--- src/rtl/formant_freq_sorter.sv ---
// Formant frequency sorter.
// Converts a frame of normalized formant angles to Hz with one shared
// multiplier, clamps each result to MAX_FREQ, sorts the frame ascending
// with odd-even transposition, and holds it on a valid/ready handshake.
module formant_freq_sorter #(
  parameter int BIT_WIDTH  = 32,
  parameter int FORMANTS   = 5,
  parameter int FREQ_WIDTH = 16,
  parameter int FS_HZ      = 10000,
  parameter int MAX_FREQ   = 5000
) (
  input  logic                                 clk_in,
  input  logic                                 rst_in,
  input  logic [FORMANTS-1:0][BIT_WIDTH-1:0]   phi_in,
  input  logic                                 phi_valid_in,
  output logic [FORMANTS-1:0][FREQ_WIDTH-1:0]  freq_out,
  output logic [FORMANTS-1:0]                  clamp_out,
  output logic                                 out_valid,
  input  logic                                 out_ready,
  output logic                                 busy_out,
  output logic                                 overrun_out
);

  localparam int IDX_W  = (FORMANTS > 1) ? $clog2(FORMANTS) : 1;
  localparam int PROD_W = BIT_WIDTH + FREQ_WIDTH;
  localparam logic [FREQ_WIDTH-1:0] HALF_FS = FREQ_WIDTH'(FS_HZ / 2);
  localparam logic [FREQ_WIDTH-1:0] MAX_F   = FREQ_WIDTH'(MAX_FREQ);
  localparam logic [IDX_W-1:0]      LAST    = IDX_W'(FORMANTS - 1);

  typedef enum logic [1:0] {
    IDLE  = 2'd0,
    SCALE = 2'd1,
    SORT  = 2'd2,
    OUT   = 2'd3
  } state_t;

  state_t                              state_q, state_d;
  logic [FORMANTS-1:0][BIT_WIDTH-1:0]  phi_q, phi_d;
  logic [IDX_W-1:0]                    idx_q, idx_d;
  logic [IDX_W-1:0]                    pass_q, pass_d;
  logic [FORMANTS-1:0][FREQ_WIDTH-1:0] work_q, work_d;
  logic [FORMANTS-1:0]                 wclamp_q, wclamp_d;
  logic [FORMANTS-1:0][FREQ_WIDTH-1:0] freq_q, freq_d;
  logic [FORMANTS-1:0]                 clamp_q, clamp_d;
  logic                                valid_q, valid_d;
  logic                                busy_q, busy_d;
  logic                                overrun_q, overrun_d;

  logic [PROD_W-1:0]                   prod;
  logic [FREQ_WIDTH-1:0]               f_scaled;
  logic                                f_over;
  logic [FORMANTS-1:0][FREQ_WIDTH-1:0] sorted_f;
  logic [FORMANTS-1:0]                 sorted_c;

  // Shared multiplier: scale the currently indexed angle to Hz and flag overflow of the ceiling
  always_comb begin
    prod     = PROD_W'(phi_q[idx_q]) * PROD_W'(HALF_FS);
    f_scaled = prod[PROD_W-1:BIT_WIDTH];
    f_over   = (f_scaled > MAX_F);
  end

  // One odd-even transposition pass; strict compare keeps equal values in order
  always_comb begin
    sorted_f = work_q;
    sorted_c = wclamp_q;
    for (int i = 0; i < FORMANTS - 1; i++) begin
      if ((i % 2) == int'(pass_q[0])) begin
        if (work_q[i] > work_q[i+1]) begin
          sorted_f[i]   = work_q[i+1];
          sorted_f[i+1] = work_q[i];
          sorted_c[i]   = wclamp_q[i+1];
          sorted_c[i+1] = wclamp_q[i];
        end
      end
    end
  end

  // Next-state logic for the frame FSM and all datapath registers
  always_comb begin
    state_d   = state_q;
    phi_d     = phi_q;
    idx_d     = idx_q;
    pass_d    = pass_q;
    work_d    = work_q;
    wclamp_d  = wclamp_q;
    freq_d    = freq_q;
    clamp_d   = clamp_q;
    valid_d   = valid_q;
    overrun_d = phi_valid_in && (state_q != IDLE);

    case (state_q)
      IDLE: begin
        if (phi_valid_in) begin
          phi_d   = phi_in;
          idx_d   = '0;
          state_d = SCALE;
        end
      end
      SCALE: begin
        work_d[idx_q]   = f_over ? MAX_F : f_scaled;
        wclamp_d[idx_q] = f_over;
        if (idx_q == LAST) begin
          pass_d  = '0;
          state_d = SORT;
        end else begin
          idx_d = idx_q + IDX_W'(1);
        end
      end
      SORT: begin
        work_d   = sorted_f;
        wclamp_d = sorted_c;
        if (pass_q == LAST) begin
          freq_d  = sorted_f;
          clamp_d = sorted_c;
          valid_d = 1'b1;
          state_d = OUT;
        end else begin
          pass_d = pass_q + IDX_W'(1);
        end
      end
      OUT: begin
        if (valid_q && out_ready) begin
          valid_d = 1'b0;
          state_d = IDLE;
        end
      end
      default: state_d = IDLE;
    endcase

    busy_d = (state_d != IDLE);
  end

  // State and datapath registers; reset discards any frame in flight
  always_ff @(posedge clk_in or negedge rst_in) begin
    if (!rst_in) begin
      state_q   <= IDLE;
      phi_q     <= '0;
      idx_q     <= '0;
      pass_q    <= '0;
      work_q    <= '0;
      wclamp_q  <= '0;
      freq_q    <= '0;
      clamp_q   <= '0;
      valid_q   <= 1'b0;
      busy_q    <= 1'b0;
      overrun_q <= 1'b0;
    end else begin
      state_q   <= state_d;
      phi_q     <= phi_d;
      idx_q     <= idx_d;
      pass_q    <= pass_d;
      work_q    <= work_d;
      wclamp_q  <= wclamp_d;
      freq_q    <= freq_d;
      clamp_q   <= clamp_d;
      valid_q   <= valid_d;
      busy_q    <= busy_d;
      overrun_q <= overrun_d;
    end
  end

  assign freq_out    = freq_q;
  assign clamp_out   = clamp_q;
  assign out_valid   = valid_q;
  assign busy_out    = busy_q;
  assign overrun_out = overrun_q;

endmodule

--- config.mk ---
export PLATFORM = sky130hd
export DESIGN_NAME = formant_freq_sorter
export DESIGN_NICKNAME = d
export VERILOG_FILES = /design/src/rtl/formant_freq_sorter.sv
export SDC_FILE = /design/constraint.sdc
export NUM_CORES = 1
export LEC_CHECK = 0
export CAP_MARGIN = 20
export CORE_MARGIN = 3
export CORE_UTILIZATION = 52
export CTS_CLUSTER_SIZE = 28
export DETAILED_ROUTE_END_ITERATION = 7
export GPL_TIMING_DRIVEN = 0
export PLACE_DENSITY = 0.77
export SETUP_SLACK_MARGIN = 0.05
export SLEW_MARGIN = 20
export SYNTH_ARGS = -nofsm -noshare
export SYNTH_HDL_FRONTEND = slang
export SYNTH_SLANG_ARGS = --single-unit
--- constraint.sdc ---
create_clock -name clk_in -period 7.85 [get_ports clk_in]
set_clock_uncertainty 0.2 [all_clocks]
set_input_delay 1.9625 -clock clk_in [delete_from_list [all_inputs] [get_ports clk_in]]
set_output_delay 1.9625 -clock clk_in [all_outputs]
set_load 0.05 [all_outputs]
==> results of run 1 <==
-- repair_timing --
action	4_1_cts	5_1_grt
gates resized for setup	41	53
hold buffers	0	0
endpoints found under the setup margin	70	70
pin swaps	3	3
buffers inserted	3	3
-- path summary, 6_finish.rpt --
| check | start | end |
|---|---|---|
| worst max-delay path | idx_q[1] | work_q[37] |
| worst min-delay path | freq_out[62] | freq_out[62] |
| worst max register to register | idx_q[1] | work_q[37] |
| worst min register to register | freq_out[62] | freq_out[62] |
| max in group asynchronous | rst_in | phi_q[139] |
| min in group asynchronous | rst_in | work_q[14] |
-- registers in the layout, indices dropped and copies added (netlist names) --
signal,cells
phi_q,160
freq_out,80
work_q,80
clamp_out,5
wclamp_q,5
idx_q,3
pass_q,3
state_q,2
busy_out,1
out_valid,1
overrun_out,1
-- per-stage QoR --
step	setup slack (ns)	instance area, um^2
global placement	-10.08	26370
detailed placement	-1.633	26460
global route	0.01653	27930
CTS	0.05546	27770
finish	0.3553	27940
floorplan	0.08659	23120
-- area by class of cell --
class / count / area, um^2
Fill cell: 3563 / 15520
Clock inverter: 11 / 111.4
Multi-Input combinational cell: 1650 / 13320
Sequential cell: 341 / 8536
Tap cell: 585 / 732.0
Timing Repair Buffer: 260 / 2670
Clock buffer: 52 / 1065
Antenna cell: 3 / 7.507
Inverter: 253 / 949.7
Buffer: 114 / 541.8
-- layer usage --
metal | wire (um) | GRT usage [%] | part of all wire, %
met5 | 74 | 0 | 0.10
met2 | 35780 | 53.14 | 50
met4 | 2921 | 12.26 | 4.1
met3 | 4265 | 5.292 | 6.0
met1 | 28570 | 36.60 | 40
-- cells in the final DEF, fill, tap and decap left out, drive strengths merged, types with 11 or more instances in the layout --
cell / Yosys / layout
a21o: 45 / 45
a21oi: 159 / 159
a22oi: 23 / 23
buf: 26 / 39
clkbuf: 90 / 137
clkdlybuf4s50: 0 / 250
dfrtp: 341 / 341
fa: 64 / 64
ha: 206 / 206
inv: 252 / 253
mux2: 181 / 181
mux2i: 60 / 60
mux4: 17 / 17
nand2: 232 / 232
nand3: 28 / 28
nand4: 19 / 19
nor2: 130 / 130
nor3: 17 / 17
o21a: 30 / 30
o21ai: 208 / 208
o221ai: 37 / 37
o31ai: 11 / 11
xor2: 23 / 23
-- synthesized netlist by cell type, types with 5 or more instances --
cell type and number:
dfrtp_1 341, inv_1 250, nand2_1 232, ha_1 206, o21ai_0 196, mux2_2 180
a21oi_1 158, nor2_1 130, clkbuf_1 90, fa_1 64, mux2i_1 60, a21o_1 44
o221ai_1 37, o21a_1 30, nand3_1 26, a22oi_1 23, xor2_1 23, buf_1 20
nand4_1 19, mux4_2 17, nor3_1 15, o21ai_1 12, nor2b_1 9, o211ai_1 9
a211oi_1 8, and2_1 8, and3_1 8, o22ai_1 8, o31ai_2 8, a22o_1 7
a31oi_1 6, nand2b_1 6, a221oi_1 5, and4_1 5, o21bai_1 5, or4_1 5
-- cells by family after synthesis --
group,after synthesis,synth area share [%]
AOI/OAI and AO/OA,612,17.02
and+or+nand+nor,487,9.334
buffers and inverters,369,6.104
DFF,341,36.90
adders and majority gates,270,16.69
muxes,258,13.08
xor gates and xnor gates,23,0.8712
-- critical path, delay by kind of cell, from the launching register on --
family | cells | cell delay, ns
DFF | 1 | 0.36
buffers and inverters | 8 | 1.14
muxes | 1 | 0.21
and+or+nand+nor | 5 | 1.09
AOI/OAI and AO/OA | 8 | 1.93
adders and majority gates | 6 | 2.47
==> flow_summary.toml, run 1 <==
[worst_setup_path]
path_max_fanout = 10
start_kind = "flop"
cp_common_cell = "buf_6"
required_arrival_time_at_the_worst_endpoint_ns = 8.11
max_stage_delay_ns = 0.50
setup.reg_to_reg.worst_slack_ns = 0.36
cp_endpoint_kind = "flop"
crit_arrival_ns = 7.76
crit_type = "flop to flop"
slowest_cell_on_the_critical_path = "fa_1"
reg2reg_depth = 28

[grt]
grt_pass1_vias = 20290
grt_antenna_before_repair = 8
grt-ovfl-total = 0
grt_pass1_wl_um = 111500
maximum_number_of_pins_on_one_net_before_global_route_repair = 97
groute.usage.overall_pct = 30.10

[synth]
synth_enable_flop_cells = 0
yosysSeqAreaShare_pct = 36.90
synthDistinctLibCells = 85
netlist_area_pre_place_um2 = 23120
post-synth-top-area-fraction_pct = 36.90
avgSynthCellArea_um2 = 9.798
synth.largest_area_cell = "dfrtp_1"
postSynthCellCount = 2360
asyncSetResetFlopFracSynth_pct = 100.0
synth_nets = 2794
yosys-top-cells-area = "dfrtp_1 37%, ha_1 11%, mux2_2 8.8%, fa_1 5.5%, o21ai_0 4.2%"
yosys_register_bits = 341
synthFlopType = "dfrtp_1"
yosys_warnings = 0

[timing]
whs_ns = 0.2778
timing_max_transition_violations_final = 0
timing.setup.tns_ns = 0
final_period_minus_worst_setup_slack_ns = 7.495
maxSlewHeadroom_pct = 36.51
rsz0062_at_grt = "no"
timing.final.crit_share_pct = 95.47
setup_viol = 0
final-hold-violation-count = 0
tightest_slew_ns = 0.9524
achievable-frequency_mhz = 133.4

[detailed_routing]
detail_route.iter0.violations = 1641
route.detailed.wl_per_inst_um = 21.91
wirelength_um = 71610
dr.pass1.iters = 6
drt.antenna.violating_nets = 0
number_of_remaining_drc_errors = 0
via_per_inst = 5.961
route.vias.total = 19490

[run]
maxCapViolations = 0

[floorplanning]
rows = 76
ioPinCount = 252
design.die.area_um2 = 47030
floorplan.core_area_um2 = 43460
initial_utilization_pct = 53.21
floorplan.die.width_um = 216.9
die_height_um = 216.9

[clocking]
clock_tree_buffer_depth = 3
clk_latency_ns = 0.56
h_tree_level_count = 2
clk_pin_slew_worst_paths_ns = 0.06
cts_sinks = 341
tritoncts = "done"
root_buffer = "clkbuf_16"
cts_buf_count = 37

[placed_design]
dp_hpwl_um = 56690
place_inst = 3199
gp_congestion = 0.9394
placement.io_buffers = 251

[final_layout]
fin_nets = 3091
post_route_cells_drive_above_1_share_pct = 13.13
area_delta_synth_final_pct = 20.81
utilization_pct = 64.28
instances_no_fill = 3269

[worst_hold_path]
hp-class = "flop to flop"
min_path_cells = 2

[status]
result_of_the_run = "finished clean"
Power of run 1 is left out: the tool's default activity adds up to more than one toggle a clock period on the data nets, which glitch-free logic cannot reach.
==> run 2: changes to the inputs <==
--- a/config.mk
+++ b/config.mk
@@ -8,6 +8,7 @@
 export CAP_MARGIN = 20
 export CORE_MARGIN = 3
 export CORE_UTILIZATION = 52
+export CTS_BUF_LIST = sky130_fd_sc_hd__clkbuf_4 sky130_fd_sc_hd__clkbuf_8 sky130_fd_sc_hd__clkbuf_16
 export CTS_CLUSTER_SIZE = 28
 export DETAILED_ROUTE_END_ITERATION = 7
 export GPL_TIMING_DRIVEN = 0
==> run 2 against run 1 <==
Against the previous run:
- worst hold slack is essentially flat
- global-route usage is essentially flat
- maximum frequency shrank 0.21%
- routed wire length is essentially flat
- sequential share of layout area is essentially flat
- count of clock-buffer cells in the layout is the same
- die area is the same
- critical path type unchanged
==> flow_summary.toml, run 2 (synthesis results as in run 1) <==
[final_layout]
instances_no_fill = 3269
area_delta_synth_final_pct = 20.96
final_cell_mix = "339 x dfrtp_1, 250 x clkdlybuf4s50_1, 245 x inv_1"
fin_nets = 3091
total_area_of_multi_input_combinational_cells_um2 = 13320
post_route_cells_drive_above_1_share_pct = 13.47
largest_register_ffs = 160
final-seq-area_um2 = 8536
registers.top_by_ff_count = "phi_q"
design_area_um2 = 27970
utilization_pct = 64.36
most_common_cell_after_layout_fill_and_taps_aside = "dfrtp_1"
filler_instances = 3556

[worst_setup_path]
cp_num_buf_inv = 8
required_arrival_time_at_the_worst_endpoint_ns = 8.11
path_max_fanout = 10
rr_startpoint = "idx_q[1]"
reg2reg_depth = 27
max_stage_delay_ns = 0.50
crit_type = "flop to flop"
cp_endpoint_kind = "flop"
critical_path.top_delay_family = "adder cells"
slowest_cell_on_the_critical_path = "fa_1"
setup.reg_to_reg.worst_slack_ns = 0.34
worst-path-stages = 27
start_kind = "flop"
crit_arrival_ns = 7.77
cp_common_cell = "buf_6"
worstReg2RegEnd = "work_q[37]"

[timing]
timing.final.crit_share_pct = 95.67
final_period_minus_worst_setup_slack_ns = 7.510
setup_viol = 0
rsz0062_at_grt = "no"
maxSlewHeadroom_pct = 36.88
tightest_slew_ns = 0.9468
timing.setup.tns_ns = 0
achievable-frequency_mhz = 133.2
timing_max_transition_violations_final = 0
final-hold-violation-count = 0

[detailed_routing]
drt.antenna.violating_nets = 0
dr.pass1.iters = 5
detail_route.iter0.violations = 1580
number_of_remaining_drc_errors = 0
route.vias.total = 19460
wirelength_um = 71580
via_per_inst = 5.952
route.detailed.wl_per_inst_um = 21.90

[floorplanning]
ioPinCount = 252
floorplan.core_area_um2 = 43460
initial_utilization_pct = 53.21
floorplan.die.width_um = 216.9
design.die.area_um2 = 47030
die_height_um = 216.9
rows = 76

[clocking]
root_buffer = "clkbuf_16"
cts_sinks = 341
clk_pin_slew_worst_paths_ns = 0.06
clk_latency_ns = 0.56
cts_buf_count = 37
clock_tree_buffer_depth = 3
h_tree_level_count = 2
post_cts_hold_buffer_count = 0
tritoncts = "done"

[placed_design]
dp_hpwl_um = 56690
place_inst = 3199
placed_area_um2 = 26460
placement.io_buffers = 251
gp_congestion = 0.9394

[run]
maxCapViolations = 0

[grt]
grt-ovfl-total = 0
global_route.usage.met2_pct = 53.19
grt_pass1_vias = 20280
groute.usage.overall_pct = 30.10
gr-max-usage-layer = "met2"
grt_antenna_before_repair = 8
grt_use_met1_pct = 36.59
maximum_number_of_pins_on_one_net_before_global_route_repair = 97
grt_pass1_wl_um = 111400
groute.layer.met3.usage_pct = 5.264

[worst_hold_path]
min_path_cells = 2
holdPathEnd = "freq_out[62]"
hp-class = "flop to flop"
hold_path_start = "freq_out[62]"

[status]
result_of_the_run = "finished clean"
-- run 2: cell type report --
| cell class | count | area share, % |
|---|---|---|
| Multi-Input combinational cell | 1650 | 47.63 |
| Sequential cell | 341 | 30.52 |
| Timing Repair Buffer | 260 | 9.546 |
| Clock buffer | 52 | 3.928 |
| Inverter | 253 | 3.395 |
| Tap cell | 585 | 2.617 |
| Buffer | 114 | 1.937 |
| Clock inverter | 11 | 0.3981 |
| Antenna cell | 3 | 0.02684 |
-- run 2: worst max path at each step --
stage / to / start / slack (ns)
global placement: phi_q[48] / rst_in / -10.08
detailed placement: work_q[57] / idx_q[1] / -1.63
global route: work_q[33] / idx_q[1] / 0.02
CTS: work_q[37] / idx_q[1] / 0.06
finish: work_q[37] / idx_q[1] / 0.34
floorplan: work_q[51] / idx_q[1] / 0.09
-- run 2: metrics by stage --
stage / hold WS [ns] / worst slack (ns)
final: 0.2778 / 0.3398
after global routing: 0.3121 / 0.01653
after CTS: 0.2823 / 0.05546
after detailed placement: 0.2706 / -1.633
after global placement: 0.2630 / -10.08
after floorplan: 0.2714 / 0.08659
-- run 2: what timing repair did --
action | CTS | global route
buffers inserted | 3 | 3
setup endpoints to repair | 70 | 70
hold endpoints to repair | 0 | 0
resized for setup | 41 | 53
pin swaps | 3 | 3
-- run 2: metal layers --
metal  wire length, um  part of all wire (%)
met3              4287                   6.0
met2             35740                    50
met4              2978                   4.2
met5                74                  0.10
met1             28500                    40
-- run 2: worst register-to-register path, delay by kind of cell (launching register included) --
family | cells | cell delay [ns]
AOI/OAI and AO/OA | 8 | 1.85
adders and majority gates | 6 | 2.46
buffers and inverters | 8 | 1.17
DFF | 1 | 0.37
muxes | 1 | 0.35
and+or+nand+nor | 4 | 1.02
Power of run 2 is left out for the same reason.
